File: src/rtl/sdsu_bus_slave.sv
// Register-file slave on the SDSU bus: 32 x DATA_W array, one write and one read per accepted cycle.
// Read data and the completion flag are registered; a same-address read returns the incoming write data.
module sdsu_bus_slave #(
  parameter int DATA_W = 32,
  parameter int ADDR_W = 5
) (
  input  logic              clk,
  input  logic              valid,
  input  logic [ADDR_W-1:0] WAddr,
  input  logic [DATA_W-1:0] WData,
  input  logic [ADDR_W-1:0] RAddr,
  output logic [DATA_W-1:0] RData,
  output logic              ready,
  input  logic              rst_n
);

  localparam int DEPTH = 2 ** ADDR_W;

  // Handshake: every rising edge with valid=1 is an accepted transaction (no backpressure);
  // ready is high in the cycle after each accepted edge, and RData is valid in that same cycle.
  typedef enum logic {
    IDLE = 1'b0,
    ACK  = 1'b1
  } state_t;

  state_t              state;
  state_t              state_next;
  logic [DATA_W-1:0]   mem [DEPTH];

  always_ff @(posedge clk or negedge rst_n) begin
    if (!rst_n) begin
      state <= IDLE;
    end else begin
      state <= state_next;
    end
  end

  always_comb begin
    state_next = IDLE;
    ready      = 1'b0;
    case (state)
      IDLE: begin
        ready = 1'b0;
        if (valid) state_next = ACK;
      end
      ACK: begin
        ready = 1'b1;
        if (valid) state_next = ACK;
      end
      default: begin
        state_next = IDLE;
        ready      = 1'b0;
      end
    endcase
  end

  // Write-first: a read of the address being written returns the new data.
  always_ff @(posedge clk or negedge rst_n) begin
    if (!rst_n) begin
      RData <= '0;
      for (int i = 0; i < DEPTH; i++) begin
        mem[i] <= '0;
      end
    end else if (valid) begin
      mem[WAddr] <= WData;
      RData      <= (RAddr == WAddr) ? WData : mem[RAddr];
    end
  end

endmodule

File: config.mk
export PLATFORM = sky130hd
export DESIGN_NAME = sdsu_bus_slave
export DESIGN_NICKNAME = d
export VERILOG_FILES = /design/src/rtl/sdsu_bus_slave.sv
export SDC_FILE = /design/constraint.sdc
export NUM_CORES = 1
export LEC_CHECK = 0
export ABC_CLOCK_PERIOD_IN_PS = 1300
export CAP_MARGIN = 20
export CORE_MARGIN = 2
export CORE_UTILIZATION = 55
export CTS_BUF_LIST = sky130_fd_sc_hd__clkbuf_2 sky130_fd_sc_hd__clkbuf_4 sky130_fd_sc_hd__clkbuf_8
export CTS_CLUSTER_DIAMETER = 40
export CTS_CLUSTER_SIZE = 16
export DETAILED_ROUTE_END_ITERATION = 6
export DONT_BUFFER_PORTS = 1
export PLACE_DENSITY = 0.73
export SYNTH_ARGS = -nofsm -noshare
export SYNTH_HDL_FRONTEND = slang
export SYNTH_SLANG_ARGS = --single-unit
File: constraint.sdc
create_clock -name clk -period 1.3 [get_ports clk]
set_input_delay 0.39 -clock clk [delete_from_list [all_inputs] [get_ports clk]]
set_output_delay 0.39 -clock clk [all_outputs]
set_load 0.05 [all_outputs]
==> results of run 1 <==
[area by class of cell]
| class | instances | area [µm²] |
|---|---|---|
| inverters | 4 | 15.0 |
| clock buffers | 168 | 2220 |
| clock inverters | 92 | 1000 |
| fillers | 6091 | 31200 |
| repair buffers | 275 | 3970 |
| well taps | 1155 | 1450 |
| multi-input cells | 1801 | 20600 |
| flip-flops and latches | 1057 | 26500 |
| diodes | 2 | 5.00 |
[metrics by stage]
step	power, mW	hold slack [ns]	TNS (ns)	area [µm²]
final	85.3	-0.0964	-49.24	55700
after global routing	89.0	-0.0581	-109.89	55700
after floorplan	52.7	0.0944	-393.99	48700
after detailed placement	55.5	0.186	-498.70	50700
after CTS	84.7	-0.732	-28.74	54800
after global placement	54.2	0.190	-477.04	50700
[worst max path at each step]
stage / slack [ns] / start / endpoint / cells after the start
6_report: -0.57 / RData[31] / RData[31] / 1
4_1_cts: -0.63 / RData[0] / RData[0] / 1
3_3_place_gp: -1.05 / RAddr[3] / RData[21] / 6
5_1_grt: -0.60 / RData[0] / RData[0] / 1
3_5_place_dp: -1.02 / RAddr[3] / RData[14] / 6
2_1_floorplan: -0.46 / RAddr[0] / RData[15] / 7
[flip-flops by register name, indices dropped and copies added (netlist names)]
signal / flops
mem: 1024
RData: 32
state: 1
[cells in the final DEF (no fill, tap or decap), drive strengths merged, types with 2 or more instances in the layout]
master	instances
a211oi	3
a21oi	2
a221oi	28
a22o	28
a31oi	28
buf	228
bufinv	12
clkbuf	176
clkinv	28
clkinvlp	21
dfrtp	1057
diode	2
dlygate4sd3	38
inv	35
mux2	1027
mux2i	211
mux4	167
nand2	82
nand2b	2
nand3	8
nand3b	6
nand4	32
nor2	54
nor2b	3
nor3	4
nor3b	6
nor4b	3
o211ai	28
o221a	28
o221ai	7
o22a	28
xor2	5
[what timing repair did]
action,in CTS,in global routing
endpoints found under the setup margin,65,858
resized for setup,50,13
gates cloned,0,4
hold buffers,53,5
pin swaps,36,18
setup buffers,7,12
endpoints found under the hold margin,2114,261
[cells by family (layout without fill, tap and decap cells)]
logic type	after synthesis	in the layout	synth area share
multiplexers	1405	1405	0.361
flip-flops	1057	1057	0.547
buffers and inverters	312	539	0.0357
AND/OR/NAND/NOR	208	208	0.0211
AO/OA/AOI/OAI	183	183	0.0346
XOR/XNOR	5	5	0.000906
other	0	2	0
[routing by layer]
layer / track usage / share of wire
met4: 0.0958 / 0.027
met2: 0.458 / 0.49
met5: 0 / 0
met1: 0.388 / 0.42
met3: 0.0636 / 0.067
[Yosys cell counts, types with 25 or more instances]
| master | instances |
|---|---|
| dfrtp_1 | 1057 |
| mux2_2 | 1018 |
| mux2i_1 | 211 |
| mux4_2 | 167 |
| clkbuf_1 | 121 |
| buf_2 | 106 |
| nand2_1 | 82 |
| buf_4 | 50 |
| nor2_1 | 49 |
| nand4_1 | 32 |
| a22o_1 | 28 |
| a31oi_1 | 28 |
| o211ai_1 | 28 |
| o22a_1 | 28 |
| buf_6 | 25 |
[tightest hold or removal path: stages]
cell and delay [ns]:
buf_12 0.07, buf_12 0.09, buf_12 0.09, buf_12 0.10, buf_16 0.43
[power breakdown]
part	switching, mW	internal, mW
logic	5.49	8.61
clock network	14.1	14.4
registers	3.53	39.2
==> impl_results.md, run 1 <==
* Status: finished, violations left
* Failing checks: negative hold slack, negative setup slack
* Skew-Pair Late Insertion Delay at approximately 0.84 ns
* Clock sinks at roughly 1100
* Port Buffers at 0
* Post-synthesis sequential area ratio at 0.547
* Ports at 78
* Mapped cell area at 0.0484 mm²
* Routed WL at 127 mm
* Kind of critical path: reg2out
* Worst R2R Setup Slack at -0.45 ns
* Final setup violation count at approximately 280
* Number of global-route vias before repair at approximately 31000
* Fin util at 0.641
* Dpl hpwl at 72.6 mm
* CP top delay family: flip-flops
* EDFF count, synth at 0
* First-pass GRT wire length at about 190 mm
* Post-DRT Antenna Nets at 0
* Layout Cells excl Fill at 4554
* Die width at about 300 µm
* Yosys top cell area share at 0.547
* CORE AREA at 0.0869 mm²
* R2r endpoint: RData[14]
* CTS clk-pin slew, worst paths at ~0.08 ns
* Drc violations at 0
* Ranking of synthesized cells by area: dfrtp_1, mux2_2, mux4_2
* Grt ovf at 0
* Worst-path cell chain: buf_6
* H-tree Lvls at 4
* Slew @ Worst Pin at 1.06 ns
* Vias per Instance at 6.28
* Yosys warns at 0
* RSZ-0062 raised after global routing: true
* Area growth from synthesis to layout at 15.2%
* Antenna violations before repair at 4
* Hold slack at -0.0964 ns
* Synth Instances at 3170
* Crit path launch type: flop
* Placement Setup Slack at -1.02 ns
* DR vias at 28600
* Gr usage total at 0.285
* PD cells at around 1500 mW/mm²
* Fin crit share at 1.44
* WL per Instance at 28.0 µm
* Seq cells post-synth at approximately 1100
* LEAKAGE at 25.0 nW
* Post-Syn Nets at about 3200
* Total of max-cap violations at 0
* Starting density of the core at 0.556
* Slew Viols, Final at 0
* Placed cells at 4191
* Fin nets at around 3300
* Gpl congestion at 0.842
* CTS buffer count at 141
* Async set-reset flop share out of synthesis at 1.00
* Die area at around 0.09 mm²
* Crit Path Max Fanout at 2
* Largest net degree at the start of global routing at between 1000 and 1500
* Cell row count at roughly 110
* DR pass1 iterations at 7
* Primary FF master, synth: dfrtp_1
* Worst Path Arrival at roughly 1.5 ns
* Clk_skew at 0.0374 ns
* Proportion of layout cells with a drive suffix above 1 at 0.528
* Number of cells on the worst reg-to-reg path at 6
* CP peak stage delay at between 0.4 and 0.5 ns
* Origin of the critical flop-to-flop path: mem[174]
* Maximum clock path buffer count at 3
* Crit path buffers/inverters at 1
* Leading area contributor after synthesis: dfrtp_1
* Min-Delay Path Class: in2async
* CP required at 0.91 ns
* Peak supply drop at around 1200 µV
* Final setup margin at -0.566 ns
* Crit path max-delay cell type: dfrtp_2
* Relative slew slack at 0.289
* Final Hold Viols at 241
* F_max at between 500 and 600 MHz
* CTS tree: done
* DRT iter0 DRCs at 2442
* Clk Tree Root Cell: clkbuf_8
* Die height at between 300 and 400 µm
* Post-synth cell types at 49
* Avg Inst Size Synth at 15.3 µm²
* Minimum clock period at 1.87 ns
* CP endpoint kind: output pin
(Power assumes the default switching activity.)
==> inputs of run 2 (changes only) <==
- SETUP_SLACK_MARGIN: not set -> 0.05
==> impl_results.md, run 2 (same netlist as run 1, synthesis figures left out) <==
* Fin nets at 3327
* Setup_tns at -37.79 ns
* Dpl cell area at 0.0507 mm²
* Number of cells on the worst reg-to-reg path at 6
* Post-DRT Antenna Nets at 0
* Slew Viols, Final at 0
* LEAKAGE at about 25 nW
* Layout Cells excl Fill at 4557
* Final setup margin at -0.574 ns
* Total of max-cap violations at 0
* Grt ovf at 0
* Slew @ Worst Pin at 1.07 ns
* F_max at 534 MHz
* Fin crit share at 1.44
* Minimum clock period at 1.87 ns
* Proportion of layout cells with a drive suffix above 1 at 0.528
* Area growth from synthesis to layout at 15.2%
* Die width at 301 µm
* Crit path launch type: flop
* Failing checks: negative hold slack, negative setup slack
* Number of global-route vias before repair at roughly 30000
* Status: finished, violations left
* Placed cells at 4191
* PD cells at approximately 1500 mW/mm²
* Cell row count at 108
* CTS clk-pin slew, worst paths at 0.08 ns
* CP endpoint kind: output pin
* Crit Path Max Fanout at 2
* Min-Delay Path Class: in2async
* First-pass GRT wire length at 194 mm
* Die area at 0.0903 mm²
* CP top delay family: flip-flops
* Crit path max-delay cell type: dfrtp_2
* DR pass1 iterations at 5
* WL per Instance at 27.9 µm
* Max FFs per register at 1024
* Origin of the critical flop-to-flop path: mem[241]
* RSZ-0062 raised after global routing: true
* Clk_skew at between 0.03 and 0.04 ns
* Relative slew slack at 0.284
* Clk Tree Root Cell: clkbuf_8
* Gr usage total at 0.286
* DRT iter0 DRCs at 2314
* Clock sinks at 1057
* H-tree Lvls at 4
* Port Buffers at 0
* Worst R2R Setup Slack at -0.43 ns
* Biggest register: mem
* Cell area after layout at 0.0557 mm²
* Most common cell after layout, fill and taps aside: dfrtp_1
* Worst-path cell chain: buf_6
* Final setup violation count at around 220
* Vias per Instance at 6.28
* Worst Path Arrival at 1.48 ns
* Peak supply drop at between 1000 and 1500 µV
* Maximum clock path buffer count at 3
* Die height at 301 µm
* Drc violations at 0
* Most frequent cells in the layout: dfrtp_1, mux2_2, mux2i_1, mux4_2, clkbuf_8
* CTS buffer count at 141
* Regs by FF count: mem: 1024 flops, RData: 32 flops, state: 1 flops
* Dpl hpwl at 72.6 mm
* CP peak stage delay at between 0.4 and 0.5 ns
* Final Hold Viols at 222
* R2r endpoint: RData[17]
* CP required at 0.91 ns
* Largest net degree at the start of global routing at 1058
* Crit path buffers/inverters at 1
* Antenna violations before repair at 2
* Fin util at 0.641
* CTS tree: done
* DR vias at approximately 29000
* Fill count at 6085
* Gpl congestion at 0.842
* Starting density of the core at 0.556
* Ports at between 70 and 80
* Routed WL at 127 mm
* Hold slack at -0.121 ns
* Kind of critical path: reg2out
* CORE AREA at 0.0869 mm²
* Skew-Pair Late Insertion Delay at 0.84 ns
[run 2: cell count changes in the layout (fill, tap and decap cells not counted), sizes merged]
cell and change:
buf +2, diode +1
[run 2: worst reg2reg max path: stages (launching register included)]
cell and delay, ns:
dfrtp_1 0.39, mux4_2 0.47, mux2i_1 0.18, buf_4 0.14
o211ai_1 0.14, nand4_1 0.15, a31oi_1 0.10
[run 2: timing repair]
action / in CTS / in global routing
cloned: 0 / 5
endpoints found under the hold margin: 2114 / 242
hold buffers: 53 / 5
setup buffers: 6 / 12
pin swaps: 32 / 19
endpoints found under the setup margin: 65 / 864
resized for setup: 50 / 11
[run 2: area by class of cell]
| class | count | area, µm² | share of cell area |
|---|---|---|---|
| antenna | 3 | 7.51 | 0.000135 |
| clock buffer | 168 | 2220 | 0.0399 |
| clock inverter | 92 | 1000 | 0.0180 |
| inverter | 4 | 15.0 | 0.000270 |
| multi-input combinational | 1801 | 20500 | 0.369 |
| sequential | 1057 | 26500 | 0.476 |
| tap | 1155 | 1450 | 0.0259 |
| timing repair buffer | 277 | 3980 | 0.0714 |
[run 2: per-layer routing]
layer | wire, µm | vias up | track usage
met5 | 0 | - | 0
met4 | 3680 | 0 | 0.0954
met3 | 8750 | 246 | 0.0641
met2 | 61500 | 845 | 0.458
met1 | 53400 | 15500 | 0.388
li1 | - | 12000 | -
[run 2: metrics by stage]
| stage | power, mW | setup WS (ns) |
|---|---|---|
| after floorplan | 52.7 | -0.455 |
| after global placement | 54.2 | -1.05 |
| after detailed placement | 55.5 | -1.02 |
| after CTS | 84.7 | -0.635 |
| after global routing | 89.0 | -0.603 |
| final | 85.3 | -0.574 |
[run 2: worst max-delay path by stage]
stage          cells after the start      from        end
2_1_floorplan                      7  RAddr[0]  RData[15]
3_3_place_gp                       6  RAddr[3]  RData[21]
3_5_place_dp                       6  RAddr[3]  RData[14]
4_1_cts                            1  RData[0]   RData[0]
6_report                           1  RData[0]   RData[0]
5_1_grt                            1  RData[0]   RData[0]
[run 2: power by group]
part	total, mW	leakage, nW	internal [mW]	switching [mW]
sequential	42.8	13.5	39.2	3.52
clock	28.5	1.61	14.4	14.1
combinational	14.1	9.98	8.61	5.47
